`src/rtl/rtc_init_pkg.sv`:
```
// -----------------------------------------------------------------------------
// rtc_init_pkg
// Shared types for the RTC bus init sequencer: table entry layout, entry kind,
// sequencer states and the built-in default init table.
// Table entries are stored at a fixed 8-bit width; the top module resizes them
// to its ADDR_W / DATA_W ports.
// -----------------------------------------------------------------------------
package rtc_init_pkg;

    localparam int TBL_W   = 8;    // width of stored table address/data
    localparam int STEP_W  = 5;    // entry index width (up to 32 entries)
    localparam int TIMER_W = 12;   // hold/gap timer width (up to 4095)

    typedef enum logic {
        K_WRITE = 1'b0,            // address + data write
        K_ADDR  = 1'b1             // address-only strobe
    } kind_e;

    typedef struct packed {
        logic [TBL_W-1:0] addr;
        logic [TBL_W-1:0] data;
        kind_e            kind;
    } entry_t;

    typedef enum logic [2:0] {
        IDLE,
        HOLD,
        GAP,
        VERIFY,
        DONE
    } state_e;

    // Default power-up table. Indices past the table return a harmless
    // address-only entry at address 0.
    function automatic entry_t init_entry(input logic [STEP_W-1:0] idx);
        entry_t e;
        e = '{addr: 8'h00, data: 8'h00, kind: K_ADDR};
        case (idx)
            5'd0:  e = '{addr: 8'h02, data: 8'h08, kind: K_WRITE};
            5'd1:  e = '{addr: 8'h02, data: 8'h00, kind: K_WRITE};
            5'd2:  e = '{addr: 8'h21, data: 8'h00, kind: K_WRITE};
            5'd3, 5'd4, 5'd5, 5'd6, 5'd7, 5'd8, 5'd9:
                e.addr = 8'h22 + 8'(idx - 5'd3);
            5'd10: e.addr = 8'h31;
            5'd11: e.addr = 8'h32;
            5'd12: e.addr = 8'h33;
            default: ;
        endcase
        return e;
    endfunction

endpackage

```
`src/rtl/init_hold_timer.sv`:
```
// -----------------------------------------------------------------------------
// init_hold_timer
// Clear/enable counter with a terminal-count flag, shared by the sequencer's
// HOLD, GAP and VERIFY phases. Holding en low freezes the count.
//
// Ports:
//   clk    in   system clock
//   reset  in   synchronous active-high reset
//   clear  in   synchronous return to zero (wins over en)
//   en     in   increment this clock
//   last   in   terminal value for the current phase
//   tc     out  count equals last
// -----------------------------------------------------------------------------
module init_hold_timer
    import rtc_init_pkg::*;
#(
    parameter int W = TIMER_W
) (
    input  logic         clk,
    input  logic         reset,
    input  logic         clear,
    input  logic         en,
    input  logic [W-1:0] last,
    output logic         tc
);

    logic [W-1:0] count;

    always_ff @(posedge clk) begin
        if (reset || clear) begin
            count <= '0;
        end else if (en) begin
            count <= count + 1'b1;
        end
    end

    assign tc = (count == last);

endmodule

```
`src/rtl/rtc_init_sequencer.sv`:
```
// -----------------------------------------------------------------------------
// rtc_init_sequencer
// Power-up / re-init sequencer for the RTC parallel bus. Walks the default
// init table, presenting each entry for HOLD_CYCLES clocks followed by
// GAP_CYCLES idle clocks. It yields the bus whenever the write, read or
// chronometer master is busy and resumes the same entry at the frozen count.
// Drives the shared address/data mux through oe rather than tri-states.
//
// Configuration macro: INIT_READBACK_EN
//   defined   - each write entry is followed by a VERIFY phase (address only,
//               oe high) whose last clock compares rd_data with the table data;
//               mismatches set the sticky err flag.
//   undefined - no VERIFY phase, rd_data ignored, err tied low.
//
// Ports:
//   clk       in   system clock
//   reset     in   synchronous active-high reset, clears all state
//   start     in   level run request; rising edge arms, low aborts
//   escribe   in   write master busy
//   lee       in   read master busy
//   crono     in   chronometer master busy
//   rd_data   in   bus read data (readback only)
//   address   out  entry address
//   data_out  out  entry data (0 for address-only entries)
//   oe        out  sequencer owns the bus this cycle
//   wr        out  entry is a data write
//   busy      out  sequence in progress
//   done      out  sequence complete, sticky until start low
//   step      out  current entry index
//   err       out  readback mismatch seen
// -----------------------------------------------------------------------------
module rtc_init_sequencer
    import rtc_init_pkg::*;
#(
    parameter int NUM_ENTRIES = 13,
    parameter int HOLD_CYCLES = 75,
    parameter int GAP_CYCLES  = 2,
    parameter int ADDR_W      = 8,
    parameter int DATA_W      = 8
) (
    input  logic              clk,
    input  logic              reset,
    input  logic              start,
    input  logic              escribe,
    input  logic              lee,
    input  logic              crono,
    input  logic [DATA_W-1:0] rd_data,
    output logic [ADDR_W-1:0] address,
    output logic [DATA_W-1:0] data_out,
    output logic              oe,
    output logic              wr,
    output logic              busy,
    output logic              done,
    output logic [4:0]        step,
    output logic              err
);

    localparam logic [STEP_W-1:0]  LAST_STEP = STEP_W'(NUM_ENTRIES - 1);
    localparam logic [TIMER_W-1:0] HOLD_LAST = TIMER_W'(HOLD_CYCLES - 1);
    localparam logic [TIMER_W-1:0] GAP_LAST  = (GAP_CYCLES > 0) ? TIMER_W'(GAP_CYCLES - 1) : '0;
    localparam bit                 HAS_GAP   = (GAP_CYCLES > 0);

    state_e             state;
    state_e             fin_state;
    state_e             adv_state;
    logic               start_q;
    logic               rise;
    logic               bus_yield;
    logic               in_seq;
    logic               count_ok;
    logic               finish;
    logic               timer_clear;
    logic               timer_en;
    logic               timer_tc;
    logic [TIMER_W-1:0] timer_last;
    entry_t             first_e;
    entry_t             nxt_e;

    assign rise      = start & ~start_q;
    assign bus_yield = escribe | lee | crono;
    assign in_seq    = (state == HOLD) || (state == GAP) || (state == VERIFY);
    assign first_e   = init_entry('0);
    assign nxt_e     = init_entry(step + 5'd1);

    // The timer only advances on clocks where the entry is actually on the
    // bus (oe already high) and nobody else wants it. The clock on which oe
    // comes back after a yield therefore does not count, so the entry gets
    // its remaining clocks in full after resuming.
    always_comb begin
        count_ok   = 1'b0;
        timer_last = HOLD_LAST;
        case (state)
            HOLD:   count_ok = oe && !bus_yield;
            GAP: begin
                count_ok   = !bus_yield;
                timer_last = GAP_LAST;
            end
`ifdef INIT_READBACK_EN
            VERIFY: count_ok = oe && !bus_yield;
`endif
            default: ;
        endcase
    end

    assign finish      = count_ok && timer_tc;
    assign timer_clear = !in_seq || !start || finish;
    assign timer_en    = count_ok && !timer_tc;

    // Where the current phase goes when its timer expires.
    always_comb begin
        adv_state = (step == LAST_STEP) ? DONE : HOLD;
        case (state)
`ifdef INIT_READBACK_EN
            HOLD:    fin_state = wr ? VERIFY : (HAS_GAP ? GAP : adv_state);
            VERIFY:  fin_state = HAS_GAP ? GAP : adv_state;
`else
            HOLD:    fin_state = HAS_GAP ? GAP : adv_state;
`endif
            default: fin_state = adv_state;
        endcase
    end

    init_hold_timer #(
        .W(TIMER_W)
    ) u_timer (
        .clk  (clk),
        .reset(reset),
        .clear(timer_clear),
        .en   (timer_en),
        .last (timer_last),
        .tc   (timer_tc)
    );

`ifdef INIT_READBACK_EN
    entry_t cur_e;
    logic   err_q;
    assign cur_e = init_entry(step);
    assign err   = err_q;
`else
    logic rd_data_unused;
    assign rd_data_unused = ^rd_data;
    assign err            = 1'b0;
`endif

    always_ff @(posedge clk) begin
        if (reset) begin
            state    <= IDLE;
            start_q  <= 1'b0;
            step     <= '0;
            address  <= '0;
            data_out <= '0;
            oe       <= 1'b0;
            wr       <= 1'b0;
            busy     <= 1'b0;
            done     <= 1'b0;
`ifdef INIT_READBACK_EN
            err_q    <= 1'b0;
`endif
        end else begin
            start_q <= start;
            case (state)
                IDLE: begin
                    oe   <= 1'b0;
                    busy <= 1'b0;
                    done <= 1'b0;
                    step <= '0;
                    if (rise) begin
                        state    <= HOLD;
                        busy     <= 1'b1;
                        oe       <= 1'b1;
                        address  <= ADDR_W'(first_e.addr);
                        data_out <= (first_e.kind == K_WRITE) ? DATA_W'(first_e.data) : '0;
                        wr       <= (first_e.kind == K_WRITE);
`ifdef INIT_READBACK_EN
                        err_q    <= 1'b0;
`endif
                    end
                end

                HOLD, GAP, VERIFY: begin
                    if (!start) begin
                        // Abort: drop everything, no partial entry completes.
                        state    <= IDLE;
                        oe       <= 1'b0;
                        busy     <= 1'b0;
                        done     <= 1'b0;
                        step     <= '0;
                        wr       <= 1'b0;
                        address  <= '0;
                        data_out <= '0;
                    end else if (bus_yield) begin
                        oe <= 1'b0;
                    end else if (finish) begin
`ifdef INIT_READBACK_EN
                        if (state == VERIFY && rd_data != DATA_W'(cur_e.data)) begin
                            err_q <= 1'b1;
                        end
`endif
                        state <= fin_state;
                        case (fin_state)
                            HOLD: begin
                                step     <= step + 5'd1;
                                oe       <= 1'b1;
                                address  <= ADDR_W'(nxt_e.addr);
                                data_out <= (nxt_e.kind == K_WRITE) ? DATA_W'(nxt_e.data) : '0;
                                wr       <= (nxt_e.kind == K_WRITE);
                            end
                            VERIFY: begin
                                oe       <= 1'b1;
                                wr       <= 1'b0;
                                data_out <= '0;
                            end
                            DONE: begin
                                oe   <= 1'b0;
                                busy <= 1'b0;
                                done <= 1'b1;
                            end
                            default: oe <= 1'b0;
                        endcase
                    end else if (state != GAP) begin
                        oe <= 1'b1;
                    end
                end

                DONE: begin
                    oe   <= 1'b0;
                    busy <= 1'b0;
                    if (!start) begin
                        state <= IDLE;
                        done  <= 1'b0;
                        step  <= '0;
                    end
                end

                default: begin
                    state <= IDLE;
                    oe    <= 1'b0;
                    busy  <= 1'b0;
                    done  <= 1'b0;
                end
            endcase
        end
    end

endmodule
```
`config.mk`:
```
export PLATFORM = sky130hd
export DESIGN_NAME = rtc_init_sequencer
export DESIGN_NICKNAME = d
export VERILOG_FILES = /design/src/rtl/rtc_init_pkg.sv /design/src/rtl/init_hold_timer.sv /design/src/rtl/rtc_init_sequencer.sv
export SDC_FILE = /design/constraint.sdc
export NUM_CORES = 1
export LEC_CHECK = 0
export CAP_MARGIN = 30
export CORE_MARGIN = 8
export CORE_UTILIZATION = 54
export CTS_BUF_LIST = sky130_fd_sc_hd__clkbuf_16
export DETAILED_ROUTE_END_ITERATION = 12
export GPL_TIMING_DRIVEN = 0
export PLACE_DENSITY_LB_ADDON = 0.15
export SETUP_SLACK_MARGIN = 0.5
export SLEW_MARGIN = 0
export SYNTH_ARGS = -nofsm -noshare
export SYNTH_HDL_FRONTEND = slang
export SYNTH_HIERARCHICAL = 1
export SYNTH_SLANG_ARGS = --single-unit
```
`constraint.sdc`:
```
create_clock -name clk -period 3.63 [get_ports clk]
set_input_delay 1.089 -clock clk [delete_from_list [all_inputs] [get_ports clk]]
set_output_delay 1.089 -clock clk [all_outputs]
set_load 0.02 [all_outputs]
```
==> results of run 1 <==
synth_stat cells, types with 2 or more instances:
| library cell | number |
|---|---|
| dfxtp_1 | 33 |
| nor2_1 | 25 |
| a21oi_1 | 19 |
| nand2_1 | 19 |
| xnor2_1 | 19 |
| inv_1 | 13 |
| nand3_1 | 12 |
| nor3_1 | 12 |
| o21ai_0 | 12 |
| buf_4 | 10 |
| ha_1 | 8 |
| nand2b_1 | 8 |
| a31oi_1 | 7 |
| buf_2 | 7 |
| clkbuf_1 | 6 |
| nand4_1 | 6 |
| mux2i_1 | 5 |
| nor4_1 | 5 |
| o31ai_1 | 5 |
| or3_1 | 5 |
| xor2_1 | 5 |
| nor2b_1 | 4 |
| and2_1 | 3 |
| o21ai_1 | 3 |
| or4_1 | 3 |
| a211o_1 | 2 |
| a211oi_1 | 2 |
| a22o_1 | 2 |
| nand4_4 | 2 |
| nor3_2 | 2 |
| o211a_1 | 2 |
| o211ai_1 | 2 |
| o21a_1 | 2 |
| o311ai_0 | 2 |
| or2_2 | 2 |
cell families after synthesis:
family                     count (synthesis)  share of synthesized area [%]
and+or+nand+nor                          115                           27.2
AOI/OAI and AO/OA                         75                           21.9
buffers and inverters                     37                           7.73
DFF                                       33                           27.4
xor gates and xnor gates                  25                           9.39
adders and majority gates                  8                           4.15
muxes                                      5                           2.08
other                                      1                          0.156
registers in the layout (all words and copies together) (netlist names):
register / cells
state: 3
done: 1
address: 7
start_q: 1
wr: 1
oe: 1
step: 5
data_out: 1
busy: 1
u_timer/count: 12
power by group:
group          switching (mW)  total (mW)  internal (mW)
combinational           0.108       0.180         0.0720
clock                   0.158       0.409          0.251
sequential             0.0121       0.388          0.376
total                   0.278       0.977          0.699
metal layers:
metal | part of all wire, % | global-route usage, % | up-vias
li1 | - | - | 1161
met1 | 46 | 23.0 | 1113
met2 | 46 | 26.5 | 93
met3 | 7.5 | 4.39 | 4
met4 | 0.74 | 4.47 | 0
met5 | 0 | 0 | -
final cells by class:
type,instances,area [µm²]
multi-input cells,245,1660
well taps,52,65.1
inverters,13,48.8
plain buffers,24,139
fillers,375,1350
clock inverters,3,17.5
clock buffers,5,125
repair buffers,28,263
flip-flops and latches,33,661
repair_timing:
item                       in CTS  in global routing
setup endpoints to repair      21                 24
gates resized for setup         3                  6
pin swaps                       0                  5
setup buffers                   1                  6
gates cloned                    0                  0
how the worst max path moves through the flow:
stage / startpoint / end
floorplan: state[1] / address[2]
global placement: state[1] / step[3]
detailed placement: state[1] / address[2]
CTS: state[1] / address[2]
global route: lee / u_timer/count[8]
finish: lee / u_timer/count[8]
cell usage in the layout (no fill, tap or decap), types with 5 or more instances in the layout:
cell	n
dfxtp_1	33
nor2_1	25
clkdlybuf4s50_1	21
xnor2_1	19
nand2_1	19
a21oi_1	19
buf_4	17
conb_1	17
inv_1	13
nand3_1	12
o21ai_0	12
nor3_1	10
nand2b_1	8
ha_1	8
buf_2	7
a31oi_1	7
nand4_1	6
clkbuf_1	5
xor2_1	5
nor4_1	5
mux2i_1	5
o31ai_1	5
or3_1	5
clkbuf_16	5
==> results.txt, run 1 <==
WHS Path Cells = 1
Clock transition at path regs = 0.06 ns
CP peak stage delay = 0.50 ns
Antenna violations before repair = 0
Syn Std Cell Area = 2410 µm²
Sequential share of the synthesized area = 27.4%
Final nets = 372
Period utilization = 87.2%
R2R depth = 13
Vias = 2371
H-tree levels = 2
Hold Vio Cnt, Final = 0
Slack of the critical path = 0.465 ns
Synth top area cells = dfxtp_1 (27%), xnor2_1 (6.9%), ha_1 (4.2%)
Worst Path Max Fanout = 6
Die area = 6860 µm²
Largest area contributor in the netlist = dfxtp_1
Overflow after GRT = 0
# DRC = 0
Crit path depth = 7
Share of the synthesized area in the top cell type = 27.4%
Maximum clock rate = 0.316 GHz
Yosys reg bits = 33
Reg2reg start = state[1]
First-pass DRT Iterations = 5
Worst slew margin = 57.5%
Data required time of the worst path = 3.84 ns
Cell Pwr Density = 328 nW/µm²
Critical Path Start Type = primary input
Via-to-Cell Ratio = 5.88
Count of final max-slew check failures = 0
Ys Warns = 6
Initial core utilization = 55.8%
Inserted Diodes = 0
Hold Path Sink = address[6]
R2R setup slack = 0.64 ns
Layout cell share with drive strength beyond 1 = 14.8%
Worst skew pair latency = 0.28 ns
Largest net degree at the start of global routing = 12
Worst min path class = reg -> reg
Critical Path End Type = flip-flop
Outcome = completed
Worst reg2reg path endpoint = u_timer/count[8]
Max Cap Viol = 0
Final wirelength = 6240 µm
VDD IR max = 0.250 mV
Die Height = 82.8 µm
Placement row count = 24
Tot GR Track Use = 17.2%
Hold_sp = address[6]
Synth Flop Type = dfxtp_1
Num CTS Buffers = 5
Worst-path cell chain = clkdlybuf4s50_1 > nor4_1 > o211a_1 > buf_2 > nand3_1 > or4_1 > a21oi_1
Synth unique cells = 60
Place WS = 0.248 ns
CTS tree = done
RSZ-0062 raised after global routing = yes
Clk_skew = 0.00413 ns
Hold Slack = 0.463 ns
Post-DRT Antenna Nets = 0
Crit Path Class = in -> reg
CTS sink cnt = 33
Area growth from synthesis to layout = 23.4%
Fin cells = 403
Number of global-route vias before repair = 2123
Family with the most delay on the worst path = simple AND/OR/NAND/NOR gates
Die Width = 82.8 µm
IO buf count = 21
Final Instance Area = 2980 µm²
Post-CTS Hold Fix Bufs = 0
Post-DP HPWL = 4340 µm
Synth Area per Inst = 8.06 µm²
Layout Utilization = 68.8%
Post-Syn Instances = 299
Final setup fails = 0
Async set or reset register ratio after synthesis = 0%
WL/cell = 15.5 µm
First DRT Iteration DRCs = 186
Post-synth EDFFs = 0
Slowest-stage cell, CP = clkdlybuf4s50_1
Cell Area, Placed = 2750 µm²
Core area = 4320 µm²
Dpl cells = 388
Crit path buf inv count = 2
First-pass GRT wire length = 10300 µm
Clock Path Buffers = 2
Tot Pwr = 977 µW
Least-Margin Pin Slew = 0.632 ns
Pleak = 1.12 nW
Setup TNS = 0 ns
Min Tclk post-route = 3.17 ns
Placer congestion estimate = 0.908
Worst Path Arrival = 3.37 ns
I/O pins = 40
Clk root buf = clkbuf_16
(Power assumes the default switching activity.)
==> run 2: changes to the inputs <==
--- a/config.mk
+++ b/config.mk
@@ -10,7 +10,6 @@
 export CORE_UTILIZATION = 54
 export CTS_BUF_LIST = sky130_fd_sc_hd__clkbuf_16
 export DETAILED_ROUTE_END_ITERATION = 12
-export GPL_TIMING_DRIVEN = 0
 export PLACE_DENSITY_LB_ADDON = 0.15
 export SETUP_SLACK_MARGIN = 0.5
 export SLEW_MARGIN = 0
==> results.txt, run 2 (synthesized netlist as in run 1, its figures left out) <==
Clk root buf = clkbuf_16
Max Cap Viol = 0 (unchanged)
Num CTS Buffers = 5 (unchanged)
First DRT Iteration DRCs = 116 (-38%)
Slowest-stage cell, CP = dfxtp_2
Most frequent cells in the layout = dfxtp_1 (32), nor2_1 (25), clkdlybuf4s50_1 (22)
Reg2reg start = state[1]
Die Width = 82.8 µm (unchanged)
Worst Path Arrival = 3.14 ns (-0.23 ns)
Worst Path Max Fanout = 9 (+3)
H-tree levels = 2 (unchanged)
Critical Path Start Type = flip-flop
Least-Margin Pin Slew = 0.695 ns (+0.0633 ns)
Number of global-route vias before repair = 2078 (-2.1%)
Crit Path Class = reg -> reg
Met2 Resource Use GR = 25.4% (-1.1 points)
Min Tclk post-route = 2.97 ns (-0.194 ns)
Met1 Use GR = 21.0% (-2.1 points)
Vias = 2259 (-4.7%)
Biggest regs = u_timer/count: 12 flops, address: 7 flops, step: 5 flops
First-pass DRT Iterations = 4 (-1)
Placement row count = 24 (unchanged)
WL/cell = 15.1 µm (-2.4%)
Final wirelength = 5750 µm (-7.9%)
Outcome = completed
CTS tree = done
Maximum clock rate = 0.337 GHz (+6.5%)
Setup TNS = 0 ns (unchanged)
Crit path buf inv count = 3 (+1)
Commonest non-fill, non-tap cell in the layout = dfxtp_1
Crit path depth = 13 (+6)
Family with the most delay on the worst path = simple AND/OR/NAND/NOR gates
Worst setup path startpoint = state[1]
I/O pins = 40 (unchanged)
Placer congestion estimate = 0.884 (-2.6%)
Worst skew pair latency = 0.27 ns (about the same)
Via-to-Cell Ratio = 5.94 (+1.0%)
First-pass GRT wire length = 9710 µm (-5.6%)
Data required time of the worst path = 3.79 ns (-0.05 ns)
R2R setup slack = 0.66 ns (+0.02 ns)
# DRC = 0 (unchanged)
Critical Path End Type = flip-flop
CTS sink cnt = 33 (unchanged)
Worst min path class = reg -> reg
Post-DP HPWL = 4240 µm (-2.1%)
Hold Vio Cnt, Final = 0 (unchanged)
GRT busiest layer = met2
Number of flip-flops under the largest register name = 12 (unchanged)
GRT met3 Usage = 4.00% (-0.39 points)
Worst-path cell chain = inv_1 > nor3_1 > buf_4 > inv_1 > xnor2_1 > nand4_1 > nor3_2 > nor4b_4 > o211ai_2 > nor2b_2 > o31a_1 > mux2i_1 > nor2_1
Inserted Diodes = 0 (unchanged)
Initial core utilization = 55.8% (unchanged)
Core area = 4320 µm² (unchanged)
Clk_skew = 0.00339 ns (-0.000735 ns)
Count of final max-slew check failures = 0 (unchanged)
CP peak stage delay = 0.40 ns (-0.10 ns)
R2R depth = 13 (unchanged)
VDD IR max = 0.262 mV (+4.6%)
Cell Area, Placed = 2660 µm² (-3.0%)
Worst reg2reg path endpoint = step[3]
Antenna violations before repair = 0 (unchanged)
Final nets = 349 (-6.2%)
Clock Path Buffers = 2 (unchanged)
Die area = 6860 µm² (unchanged)
Fill cell count = 374 (-0.27%)
Final setup fails = 0 (unchanged)
Post-DRT Antenna Nets = 0 (unchanged)
CP most frequent cell = inv_1
Layout cell share with drive strength beyond 1 = 10.4% (-4.4 points)
Area growth from synthesis to layout = 17.1%
Worst slew margin = 53.6% (-4.0 points)
Largest reg by FF count = u_timer/count
Clock transition at path regs = 0.05 ns (about the same)
RSZ-0062 raised after global routing = yes
Period utilization = 81.9% (-5.3 points)
Die Height = 82.8 µm (unchanged)
Cell Pwr Density = 340 nW/µm² (+3.5%)
Final Instance Area = 2820 µm² (-5.1%)
Tot GR Track Use = 16.2% (-0.99 points)
Pleak = 1.00 nW (-11%)
IO buf count = 22 (+4.8%)
Overflow after GRT = 0 (unchanged)
End of the critical path = step[3]
Largest net degree at the start of global routing = 19 (+7)
[run 2: per-stage QoR]
step	utilization (%)	instances	power, mW	hold WS (ns)	setup slack [ns]
after floorplan	-	315	0.511	0.456	0.777
after global placement	61.6	371	0.558	0.448	0.394
after detailed placement	61.6	371	0.559	0.452	0.378
after CTS	65.0	379	0.966	0.470	0.513
after global routing	65.3	380	1.00	0.490	0.483
final	65.3	380	0.960	0.463	0.658
[run 2: worst min path at each step]
stage	cells past startpoint	slack, ns	to	startpoint
after floorplan	2	0.46	u_timer/count[11]	u_timer/count[11]
after global placement	1	0.45	address[6]	address[6]
after detailed placement	1	0.45	address[6]	address[6]
after CTS	1	0.47	address[6]	address[6]
after global routing	1	0.49	address[6]	address[6]
final	1	0.46	address[6]	address[6]
[run 2: repair_timing]
action	in CTS	in global routing
gates resized for setup	1	3
setup buffers	0	1
pin swaps	0	1
setup endpoints to repair	7	11
hold buffers	0	0
[run 2: cell type report]
type,instances,area [µm²],area share [%]
multi-input cells,245,1630,57.8
flip-flops and latches,33,662,23.4
repair buffers,29,273,9.66
clock buffers,5,125,4.43
well taps,52,65.1,2.30
inverters,13,48.8,1.73
clock inverters,3,17.5,0.621
[run 2: worst register-to-register path, delay by kind of cell (launching register included)]
family / cells / cell delay [ns]
buffers and inverters: 3 / 0.33
multiplexers: 1 / 0.22
flip-flops: 1 / 0.40
AND/OR/NAND/NOR: 6 / 1.22
XOR/XNOR: 1 / 0.16
AO/OA/AOI/OAI: 2 / 0.54
[run 2: power by group]
| part | internal, mW | switching [mW] | total, mW |
|---|---|---|---|
| clock | 0.251 | 0.155 | 0.406 |
| combinational | 0.0656 | 0.0985 | 0.164 |
| sequential | 0.376 | 0.0142 | 0.390 |
| total | 0.692 | 0.267 | 0.960 |
[run 2: layer usage]
layer	share of wire (%)	up-vias	wire (µm)
li1	-	1121	-
met1	49	1060	2790
met2	45	70	2590
met3	5.0	8	285
met4	1.3	0	76
met5	0	-	0
==> run 3: changes to the inputs <==
==> constraint.sdc (replaced) <==
create_clock -name clk -period 2.95 [get_ports clk]
set_input_delay 0.885 -clock clk [delete_from_list [all_inputs] [get_ports clk]]
set_output_delay 0.885 -clock clk [all_outputs]
set_load 0.02 [all_outputs]
==> results.txt, run 3 (synthesized netlist as in run 1, its figures left out) <==
Num CTS Buffers = 5 (unchanged)
Fin cells = 409 (+7.6%)
Largest net degree at the start of global routing = 18 (-1)
Tot GR Track Use = 18.5% (+2.3 points)
WL/cell = 16.9 µm (+12%)
Vias = 2446 (+8.3%)
Biggest regs = u_timer/count: 12 flops, address: 7 flops, step: 5 flops
R2R setup slack = 0.28 ns (-0.38 ns)
Area growth from synthesis to layout = 35.3%
Inserted Diodes = 0 (unchanged)
Clk_skew = 0.00643 ns (+0.00304 ns)
Hold_sp = address[4]
Largest reg by FF count = u_timer/count
Pleak = 1.22 nW (+22%)
Dpl cells = 383 (+3.2%)
Slack of the critical path = 0.278 ns (-0.380 ns)
Worst-path cell chain = inv_2 > nor3_4 > inv_2 > xnor2_1 > nand4_1 > nor3_4 > nor4b_4 > a31oi_1 > or3_4 > buf_6 > a211o_2 > o21ai_1
First-pass DRT Iterations = 5 (+1)
Clock Path Buffers = 2 (unchanged)
Data required time of the worst path = 3.16 ns (-0.63 ns)
Overflow after GRT = 0 (unchanged)
Crit path buf inv count = 3 (unchanged)
Crit Path Class = reg -> reg
Cell Pwr Density = 408 nW/µm² (+20%)
CTS sink cnt = 33 (unchanged)
WHS Path Cells = 2 (+1)
Family with the most delay on the worst path = simple AND/OR/NAND/NOR gates
Clock transition at path regs = 0.06 ns (about the same)
# DRC = 0 (unchanged)
Worst Path Arrival = 2.88 ns (-0.26 ns)
Cell Area, Placed = 2770 µm² (+4.0%)
First DRT Iteration DRCs = 116 (unchanged)
Via-to-Cell Ratio = 5.98 (+0.60%)
Clk root buf = clkbuf_16
Hold Vio Cnt, Final = 0 (unchanged)
Placer congestion estimate = 0.922 (+4.3%)
Die area = 6860 µm² (unchanged)
Antenna violations before repair = 0 (unchanged)
Worst slew margin = 57.6% (+4.0 points)
Die Height = 82.8 µm (unchanged)
Maximum clock rate = 0.374 GHz (+11%)
Setup TNS = 0 ns (unchanged)
CTS tree = done
Slowest-stage cell, CP = or3_4
Die Width = 82.8 µm (unchanged)
Critical Path Start Type = flip-flop
Outcome = completed
RSZ-0062 raised after global routing = yes
Final setup fails = 0 (unchanged)
Worst min path class = reg -> reg
H-tree levels = 2 (unchanged)
Worst skew pair latency = 0.27 ns (about the same)
Placement row count = 24 (unchanged)
Reg2reg start = state[1]
Initial core utilization = 55.8% (unchanged)
Most frequent cells in the layout = dfxtp_1 (30), buf_4 (29), nor2_1 (22), clkdlybuf4s50_1 (22), nand2_1 (18)
Number of global-route vias before repair = 2302 (+11%)
Worst Path Max Fanout = 4 (-5)
Worst reg2reg path endpoint = address[4]
Post-DRT Antenna Nets = 0 (unchanged)
Commonest non-fill, non-tap cell in the layout = dfxtp_1
First-pass GRT wire length = 11000 µm (+13%)
Hold Slack = 0.461 ns (-0.00188 ns)
IO buf count = 22 (unchanged)
Tot Pwr = 1.33 mW (+39%)
Max Cap Viol = 0 (unchanged)
Number of flip-flops under the largest register name = 12 (unchanged)
R2R depth = 12 (-1)
Least-Margin Pin Slew = 0.633 ns (-0.0619 ns)
Final nets = 378 (+8.3%)
Core area = 4320 µm² (unchanged)
Place WS = 0.0334 ns (-0.344 ns)
CP peak stage delay = 0.38 ns (-0.02 ns)
I/O pins = 40 (unchanged)
Post-DP HPWL = 4430 µm (+4.3%)
Period utilization = 90.6% (+8.7 points)
Hold Path Sink = address[4]
Count of final max-slew check failures = 0 (unchanged)
Critical Path End Type = flip-flop
Layout Utilization = 75.4% (+10 points)
VDD IR max = 0.267 mV (+2.0%)
Final Instance Area = 3260 µm² (+16%)
Final wirelength = 6920 µm (+21%)
Layout cell share with drive strength beyond 1 = 24.9% (+15 points)
Min Tclk post-route = 2.67 ns (-0.300 ns)
run 3: timing repair:
item | in CTS | in global routing
setup endpoints to repair | 31 | 32
gates resized for setup | 15 | 28
gates cloned | 0 | 1
hold buffers | 0 | 0
pin swaps | 23 | 23
setup buffers | 9 | 8
run 3: cell type report:
class | instances | area, µm²
multi-input combinational | 246 | 1820
timing repair buffer | 57 | 505
sequential | 33 | 664
fill | 311 | 1060
clock buffer | 5 | 125
inverter | 13 | 48.8
tap | 52 | 65.1
clock inverter | 3 | 37.5
run 3: worst register-to-register path, cell delays in order (launching register included):
cell and delay [ns]:
dfxtp_2 0.33, inv_2 0.05, nor3_4 0.24, inv_2 0.11, xnor2_1 0.18, nand4_1 0.18, nor3_4 0.18, nor4b_4 0.28
a31oi_1 0.16, or3_4 0.38, buf_6 0.15, a211o_2 0.26, o21ai_1 0.10
run 3: power by group:
part           internal [mW]  total [mW]  switching, mW
Clock                  0.392       0.576          0.184
Sequential             0.463       0.483         0.0201
Combinational          0.113       0.272          0.159
Total                  0.968        1.33          0.364
run 3: worst max-delay path by stage:
stage / start / endpoint / slack [ns] / depth (start not counted)
after floorplan: state[2] / address[2] / 0.45 / 11
after global placement: lee / u_timer/count[8] / 0.06 / 6
after detailed placement: lee / u_timer/count[8] / 0.03 / 6
after CTS: state[1] / address[2] / 0.29 / 11
after global routing: state[1] / step[3] / 0.11 / 13
final: state[1] / address[4] / 0.28 / 12
run 3: metal layers:
metal / part of all wire, % / GRT usage (%) / up-vias
li1: - / - / 1178
met1: 44 / 22.9 / 1143
met2: 48 / 30.3 / 106
met3: 5.5 / 4.30 / 19
met4: 2.2 / 6.71 / 0
met5: 0 / 0 / -
